### src/rtl/uart_pkg.sv
// Shared UART definitions: FSM state encoding and frame-length helpers
// used by the transmit core (and a future receive core).
package uart_pkg;

  typedef enum logic [2:0] {
    IDLE,
    START,
    DATA,
    PARITY,
    STOP
  } uart_state_e;

  function automatic int frame_bits(int data_bits, int parity_en, int stop_bits);
    return 1 + data_bits + parity_en + stop_bits;
  endfunction

  function automatic int frame_clks(int clks_per_bit, int data_bits, int parity_en,
                                    int stop_bits);
    return frame_bits(data_bits, parity_en, stop_bits) * clks_per_bit;
  endfunction

endpackage

### src/rtl/uart_baud_cnt.sv
// Bit-period timer: reloads to CLKS_PER_BIT-1 on clear, counts down while
// enabled and pulses bit_tick during the last clock of each bit period.
module uart_baud_cnt #(
  parameter int CLKS_PER_BIT = 87
) (
  input  logic clk,
  input  logic rst,
  input  logic clr,
  input  logic en,
  output logic bit_tick
);

  localparam int CNT_W = (CLKS_PER_BIT > 1) ? $clog2(CLKS_PER_BIT) : 1;
  localparam logic [CNT_W-1:0] RELOAD = CNT_W'(CLKS_PER_BIT - 1);

  logic [CNT_W-1:0] cnt;

  always_ff @(posedge clk) begin
    if (rst) begin
      cnt <= '0;
    end else if (clr) begin
      cnt <= RELOAD;
    end else if (en) begin
      cnt <= (cnt == '0) ? RELOAD : cnt - CNT_W'(1);
    end
  end

  assign bit_tick = en && (cnt == '0);

endmodule

### src/rtl/uart_tx_core.sv
// UART transmitter: valid/ready byte intake, start + LSB-first data +
// optional parity + 1/2 stop bits on a registered, idle-high serial line.
module uart_tx_core
  import uart_pkg::*;
#(
  parameter int CLKS_PER_BIT = 87,
  parameter int DATA_BITS    = 8,
  parameter int PARITY_EN    = 0,
  parameter int PARITY_ODD   = 0,
  parameter int STOP_BITS    = 1
) (
  input  logic                 clk,
  input  logic                 rst,
  input  logic [DATA_BITS-1:0] tx_data,
  input  logic                 tx_valid,
  output logic                 tx_ready,
  output logic                 tx,
  output logic                 busy
);

  if (CLKS_PER_BIT < 2) begin : g_bad_cpb
    $error("uart_tx_core: CLKS_PER_BIT must be >= 2");
  end
  if (DATA_BITS < 5 || DATA_BITS > 8) begin : g_bad_data_bits
    $error("uart_tx_core: DATA_BITS must be in 5..8");
  end
  if (STOP_BITS != 1 && STOP_BITS != 2) begin : g_bad_stop_bits
    $error("uart_tx_core: STOP_BITS must be 1 or 2");
  end

  localparam int IDX_W = $clog2(DATA_BITS + 1);
  localparam logic [IDX_W-1:0] LAST_DATA = IDX_W'(DATA_BITS - 1);
  localparam logic [IDX_W-1:0] LAST_STOP = IDX_W'(STOP_BITS - 1);
  localparam logic PAR_INV = (PARITY_ODD != 0);

  uart_state_e          state;
  logic [DATA_BITS-1:0] shreg;
  logic [IDX_W-1:0]     bit_idx;
  logic                 par_bit;
  logic                 bit_tick;
  logic                 accept;

  assign accept = tx_valid && tx_ready;

  uart_baud_cnt #(
    .CLKS_PER_BIT(CLKS_PER_BIT)
  ) u_baud (
    .clk     (clk),
    .rst     (rst),
    .clr     (accept),
    .en      (busy),
    .bit_tick(bit_tick)
  );

  always_ff @(posedge clk) begin
    if (rst) begin
      state    <= IDLE;
      tx       <= 1'b1;
      tx_ready <= 1'b1;
      busy     <= 1'b0;
      shreg    <= '0;
      bit_idx  <= '0;
      par_bit  <= 1'b0;
    end else begin
      case (state)
        IDLE: begin
          if (accept) begin
            state    <= START;
            shreg    <= tx_data;
            par_bit  <= (^tx_data) ^ PAR_INV;
            bit_idx  <= '0;
            tx       <= 1'b0;
            tx_ready <= 1'b0;
            busy     <= 1'b1;
          end
        end
        START: begin
          if (bit_tick) begin
            state <= DATA;
            tx    <= shreg[0];
          end
        end
        DATA: begin
          if (bit_tick) begin
            if (bit_idx == LAST_DATA) begin
              // bit_idx is reused to count stop bits
              bit_idx <= '0;
              if (PARITY_EN != 0) begin
                state <= PARITY;
                tx    <= par_bit;
              end else begin
                state <= STOP;
                tx    <= 1'b1;
              end
            end else begin
              bit_idx <= bit_idx + IDX_W'(1);
              shreg   <= shreg >> 1;
              tx      <= shreg[1];
            end
          end
        end
        PARITY: begin
          if (bit_tick) begin
            state <= STOP;
            tx    <= 1'b1;
          end
        end
        STOP: begin
          if (bit_tick) begin
            if (bit_idx == LAST_STOP) begin
              state    <= IDLE;
              bit_idx  <= '0;
              tx_ready <= 1'b1;
              busy     <= 1'b0;
            end else begin
              bit_idx <= bit_idx + IDX_W'(1);
            end
          end
        end
        default: begin
          state    <= IDLE;
          tx       <= 1'b1;
          tx_ready <= 1'b1;
          busy     <= 1'b0;
        end
      endcase
    end
  end

endmodule

### config.mk
export PLATFORM = sky130hd
export DESIGN_NAME = uart_tx_core
export DESIGN_NICKNAME = d
export VERILOG_FILES = /design/src/rtl/uart_pkg.sv /design/src/rtl/uart_baud_cnt.sv /design/src/rtl/uart_tx_core.sv
export SDC_FILE = /design/constraint.sdc
export NUM_CORES = 1
export LEC_CHECK = 0
export ABC_AREA = 1
export BUFFER_PORTS_ARGS = -buffer_cell sky130_fd_sc_hd__buf_4
export CORE_MARGIN = 1.5
export CORE_UTILIZATION = 50
export DETAILED_ROUTE_END_ITERATION = 10
export HOLD_SLACK_MARGIN = 0.12
export PLACE_DENSITY = 0.66
export REMOVE_ABC_BUFFERS = 1
export SYNTH_ARGS = -nofsm -noshare
export SYNTH_HDL_FRONTEND = slang
export SYNTH_SLANG_ARGS = --single-unit
### constraint.sdc
create_clock -name clk -period 4.7 [get_ports clk]
set_clock_uncertainty 0.1 [all_clocks]
set_input_delay 0 -clock clk [delete_from_list [all_inputs] [get_ports clk]]
set_output_delay 0 -clock clk [all_outputs]
set_load 0.01 [all_outputs]
# Word-level counts from Yosys, hierarchy flattened
# Index checks and enable logic that the tools add are counted.
# totals
register_bits	25
inputBits	11
output_inout_bits	3
word_cells	74
# op_classes
n_addsub	2
eq_ne	13
muxes	34
bitwise	2
n_reduce_logical	15
# ops
operator	n
$mux 8	3
$mux 3	7
$mux 7	3
$mux 4	5
$ne 2x2->1 const B	8
$pmux 8 s2	1
$pmux 3 s5	1
$pmux 4 s3	1
$reduce_and 4->1	3
$mux 1	10
$logic_not 7->1	1
$reduce_and 7->1	1
$sub 7x1->7 const B	1
$eq 3x2->1 const B	2
$pmux 1 s3	2
$pmux 1 s5	1
$reduce_and 5->1	1
$add 4x1->4 const B	1
$eq 4x3->1 const B	1
$logic_not 4->1	1
$reduce_bool 2->1	2
$eq 3x1->1 const B	1
$eq 3x3->1 const B	1
$logic_not 3->1	1
5 further kinds	7

# Depth between registers and ports, before layout
# depth
depth_word	4
mapped_depth	11
depth_no_buf	11

# By module
# From an unflattened synthesis, not the netlist that was laid out.
# hier_totals
cells_unflattened	224
hier_area_um2	1472.7
# by_module_without_submodules
mod	n_inst	cells_per_inst	area_per_inst_um2	seq_area_each_um2
uart_tx_core	1	164	1076.0	360.3
uart_baud_cnt	1	60	396.6	140.1

# Worst setup path after synthesis
# No wires, ideal clock.
# synth_timing
path_kind	reg2reg
from	reg bit_idx[0]
to	reg shreg[0]
setup_ns	0.132
arrival_time_ns	1.256
required_time_ns	4.468
slack_ns	3.211
path_stages_with_launch	8
n_path_buf	0
period_less_slack_ns	1.489
cell_sequence	dfxtp_1 -> ha_1 -> nand2_1 -> nor2_4 -> a21oi_2 -> nand2_2 -> nand2_1 -> a21oi_1
# synth_via
elab_chain_len	3
# synth_rtl
element	line_no	source
from (decl)	uart_tx_core.sv:38	logic [IDX_W-1:0] bit_idx;
from (signal assigned)	uart_tx_core.sv:96	bit_idx <= bit_idx + IDX_W'(1);
from (signal assigned)	uart_tx_core.sv:116	bit_idx <= bit_idx + IDX_W'(1);
$eq 4x3->1	uart_tx_core.sv:85	if (bit_idx == LAST_DATA) begin
$ne 2x2->1 (no source line)	n/a	
$reduce_and 4->1 (no source line)	n/a	
to (signal assigned)	uart_tx_core.sv:69	shreg <= tx_data;
to (signal assigned)	uart_tx_core.sv:97	shreg <= shreg >> 1;
to (decl)	uart_tx_core.sv:37	logic [DATA_BITS-1:0] shreg;
# Every way passes these cells.
# A chain may end at the register's enable or synchronous reset.

# Worst setup path in the final report
# layout_timing
from	reg u_baud.cnt[0]
to	reg shreg[6]
# layout_via
elab_chain_len	4
# layout_rtl
element	line_no	source
from (decl)	uart_baud_cnt.sv:16	logic [CNT_W-1:0] cnt;
from (signal assigned)	uart_baud_cnt.sv:24	cnt <= (cnt == '0) ? RELOAD : cnt - CNT_W'(1);
$logic_not 7->1	uart_baud_cnt.sv:28	assign bit_tick = en && (cnt == '0);
$logic_and 1x1->1	uart_baud_cnt.sv:28	
$ne 2x2->1 (no source line)	n/a	
$reduce_and 4->1 (no source line)	n/a	
# Every way passes these cells.

==> impl_results.md <==
* Setup TNS at 0 ns
* Tot Pwr at 1.035 mW
* Max-Cap Viols at 0
* Critical path class: reg2reg
* N_diodes at 0
* Syn Std Cell Area at 0.001464 mm2
* Pleak at slightly below 0.8 nW
* Hold Crit Class: reg2reg
* Fmax at between 400 and 500 MHz
* Starting density of the core at between 50% and 60%
* Yosys warnings at 0
* CTS Buf Count at 3
* Avg Inst Size Synth at between 6 and 7 um2
* Detail Placement HPWL at approximately 2.2 mm
* FF-to-FF setup slack at 2.40 ns
* Tmin final at 2.300 ns
* Slew HR at 73.58%
* Via density per instance at between 5 and 6
* Crit Reg-Reg Endpoint: shreg[6]
* Final nets at 250
* 1st-iter DRT viols at 52
* Initial antenna violation count at 0
* Most common cell after layout, fill and taps aside: nand2_1
* Tot GR Track Use at 18.93%
* Area Growth Syn to Fin at 15.64%
* Final ANT Viol Nets at 0
* Final setup viols at 0
* CP arrival at approximately 2.4 ns
* CTS root buffer: clkbuf_4
* Post-CTS setup buffer count at 0
* Die ar. at around 0.0033 mm2
* Share of layout cells above drive strength 1 at between 10% and 20%
* I/O Pins at 14
* DRC at 0
* Largest net degree at the start of global routing at 19
* CP startpoint: u_baud.cnt[0]
* RSZ-0062 raised after global routing: no
* Clock Sinks at 25
* Max Slew Vio Count at 0
* H-tree Lvls at 1
* GPL Wtd Cong at 0.8675
* Clk_lat worst skew at ~0.33 ns
* Setup crit end: shreg[6]
* Crit end category: flop
* Final wirelength at about 2.9 mm
* Row Count at 19
* Commonest non-fill, non-tap cells in the layout: 60 x nand2_1, 25 x dfxtp_1, 22 x nand3_1
* Wire length per cell at approximately 11 um
* Die width at 57.11 um
* Status: finished clean
* Maximum vdd ir drop at about 0.00040 V
* Synth Register Bits at 25
* Fin. Hold Viols at 0
* Synth Instances at approximately 210
* CTS tree: yes
* FF-to-FF Start: u_baud.cnt[0]
* Die height at ~57 um
* Worst endpoint required time at 4.84 ns
* CP Launch Type: flop
* Worst slew pin tran at 0.3964 ns
* Synth cell types at 28
* Total gr overflow at 0
* Power Density at just over 600 mW/mm2
* Global-route wire length before repair at approximately 4.8 mm
* CTS clk-pin slew, worst paths at about 0.15 ns
* Buffers added on ports at 13
* Via count at 1331
* Reg2Reg Depth at 10
* Resize count post-CTS at 0
* Core area at around 0.0028 mm2
* Max Fanout on Critical Path at 13
* Clock Path Buffers at 2
* Hold slack at about 0.37 ns
* First-pass iteration count of the detailed router at 4
* Fin crit share at 48.94%
* Seq/Total Area, Yosys at approximately a third
* Vias in the first global route at roughly 1200
-- power by group --
group	leakage [nW]	internal, mW	switching [mW]	total, mW
logic	0.566	0.219	0.380	0.598
clock network	0.0139	0.0326	0.0692	0.102
registers	0.205	0.279	0.0560	0.335
total	0.785	0.530	0.505	1.04
-- sequential cells by signal, indices dropped and copies added, names as in the netlist --
signal and cells:
bit_idx 4, busy 1, shreg 8, state 3
tx 1, tx_ready 1, u_baud.cnt 7
-- metrics by stage --
stage          utilization (%)  setup WS (ns)  area [um2]  cells
4_1_cts                  61.39          2.413        1693    265
6_report                 61.39          2.400        1693    265
3_3_place_gp             56.67          3.002        1563    251
2_1_floorplan                -          3.180        1426    207
5_1_grt                  61.39          2.245        1693    265
3_5_place_dp             56.67          2.975        1563    251
-- cells in the mapped netlist (all sizes together) --
library cell,instances,area share (%)
a21boi,1,0.51
a21oi,17,6.8
a31oi,2,0.85
buf,3,2.1
clkbuf,2,0.51
clkinv,1,0.26
dfxtp,25,34
ha,4,3.4
inv,24,6.2
nand2,65,18
nand3,22,7.5
nand3b,2,1.0
nand4,3,2.3
nor2,28,11
nor3,2,0.68
o211ai,1,0.51
o21ai,5,1.7
or2,1,0.43
xnor2,1,0.60
xor2,3,1.8
-- repair_timing --
action | CTS | global route
hold endpoints to repair | 22 | 0
hold buffers | 10 | 0
endpoints found under the setup margin | 0 | 0
-- logic make-up (layout without fill, tap and decap cells) --
kind of cell | after synthesis | count (layout) | synth area share (%)
simple gates | 123 | 123 | 40.60
flops | 25 | 25 | 34.19
xor+xnor | 4 | 4 | 2.394
compound gates | 26 | 26 | 10.43
fa+ha+maj | 4 | 4 | 3.419
buf+inv | 30 | 52 | 8.975
-- cell type report --
class	count	area, um2
Inverter	25	93.84
Fill cell	256	1065
Timing Repair Buffer	23	197.7
Clock inverter	1	7.507
Tap cell	31	38.79
Sequential cell	25	500.5
Multi-Input combinational cell	157	832.0
Clock buffer	3	22.52
-- how the worst min path moves through the flow --
stage                   from          to  slack, ns  cells after the start
floorplan                rst  bit_idx[1]      -0.03                      1
global placement         rst    shreg[5]       0.23                      2
detailed placement       rst    shreg[6]       0.23                      2
CTS                 shreg[0]    shreg[0]       0.38                      2
global route        shreg[0]    shreg[0]       0.40                      2
finish              shreg[0]    shreg[0]       0.37                      2
-- worst max-delay path, stage by stage (launching register included) --
cell	delay, ns
dfxtp_1	0.34
inv_1	0.09
ha_1	0.15
nand2_1	0.06
clkinv_1	0.08
nand4_4	0.15
a21oi_4	0.36
nand2_2	0.18
nand2_1	0.10
a21oi_1	0.06
dlygate4sd3_1	0.55
-- layer usage --
metal / track usage, % / up-vias / part of all wire (%) / wire length, um
met3: 2.041 / 4 / 4.0 / 116
met5: 0 / - / 0 / 0
met4: 9.967 / 0 / 2.1 / 61
met1: 24.48 / 579 / 50 / 1441
met2: 31.03 / 28 / 44 / 1273
li1: - / 720 / - / -
Power figures use the tool's default switching activity.
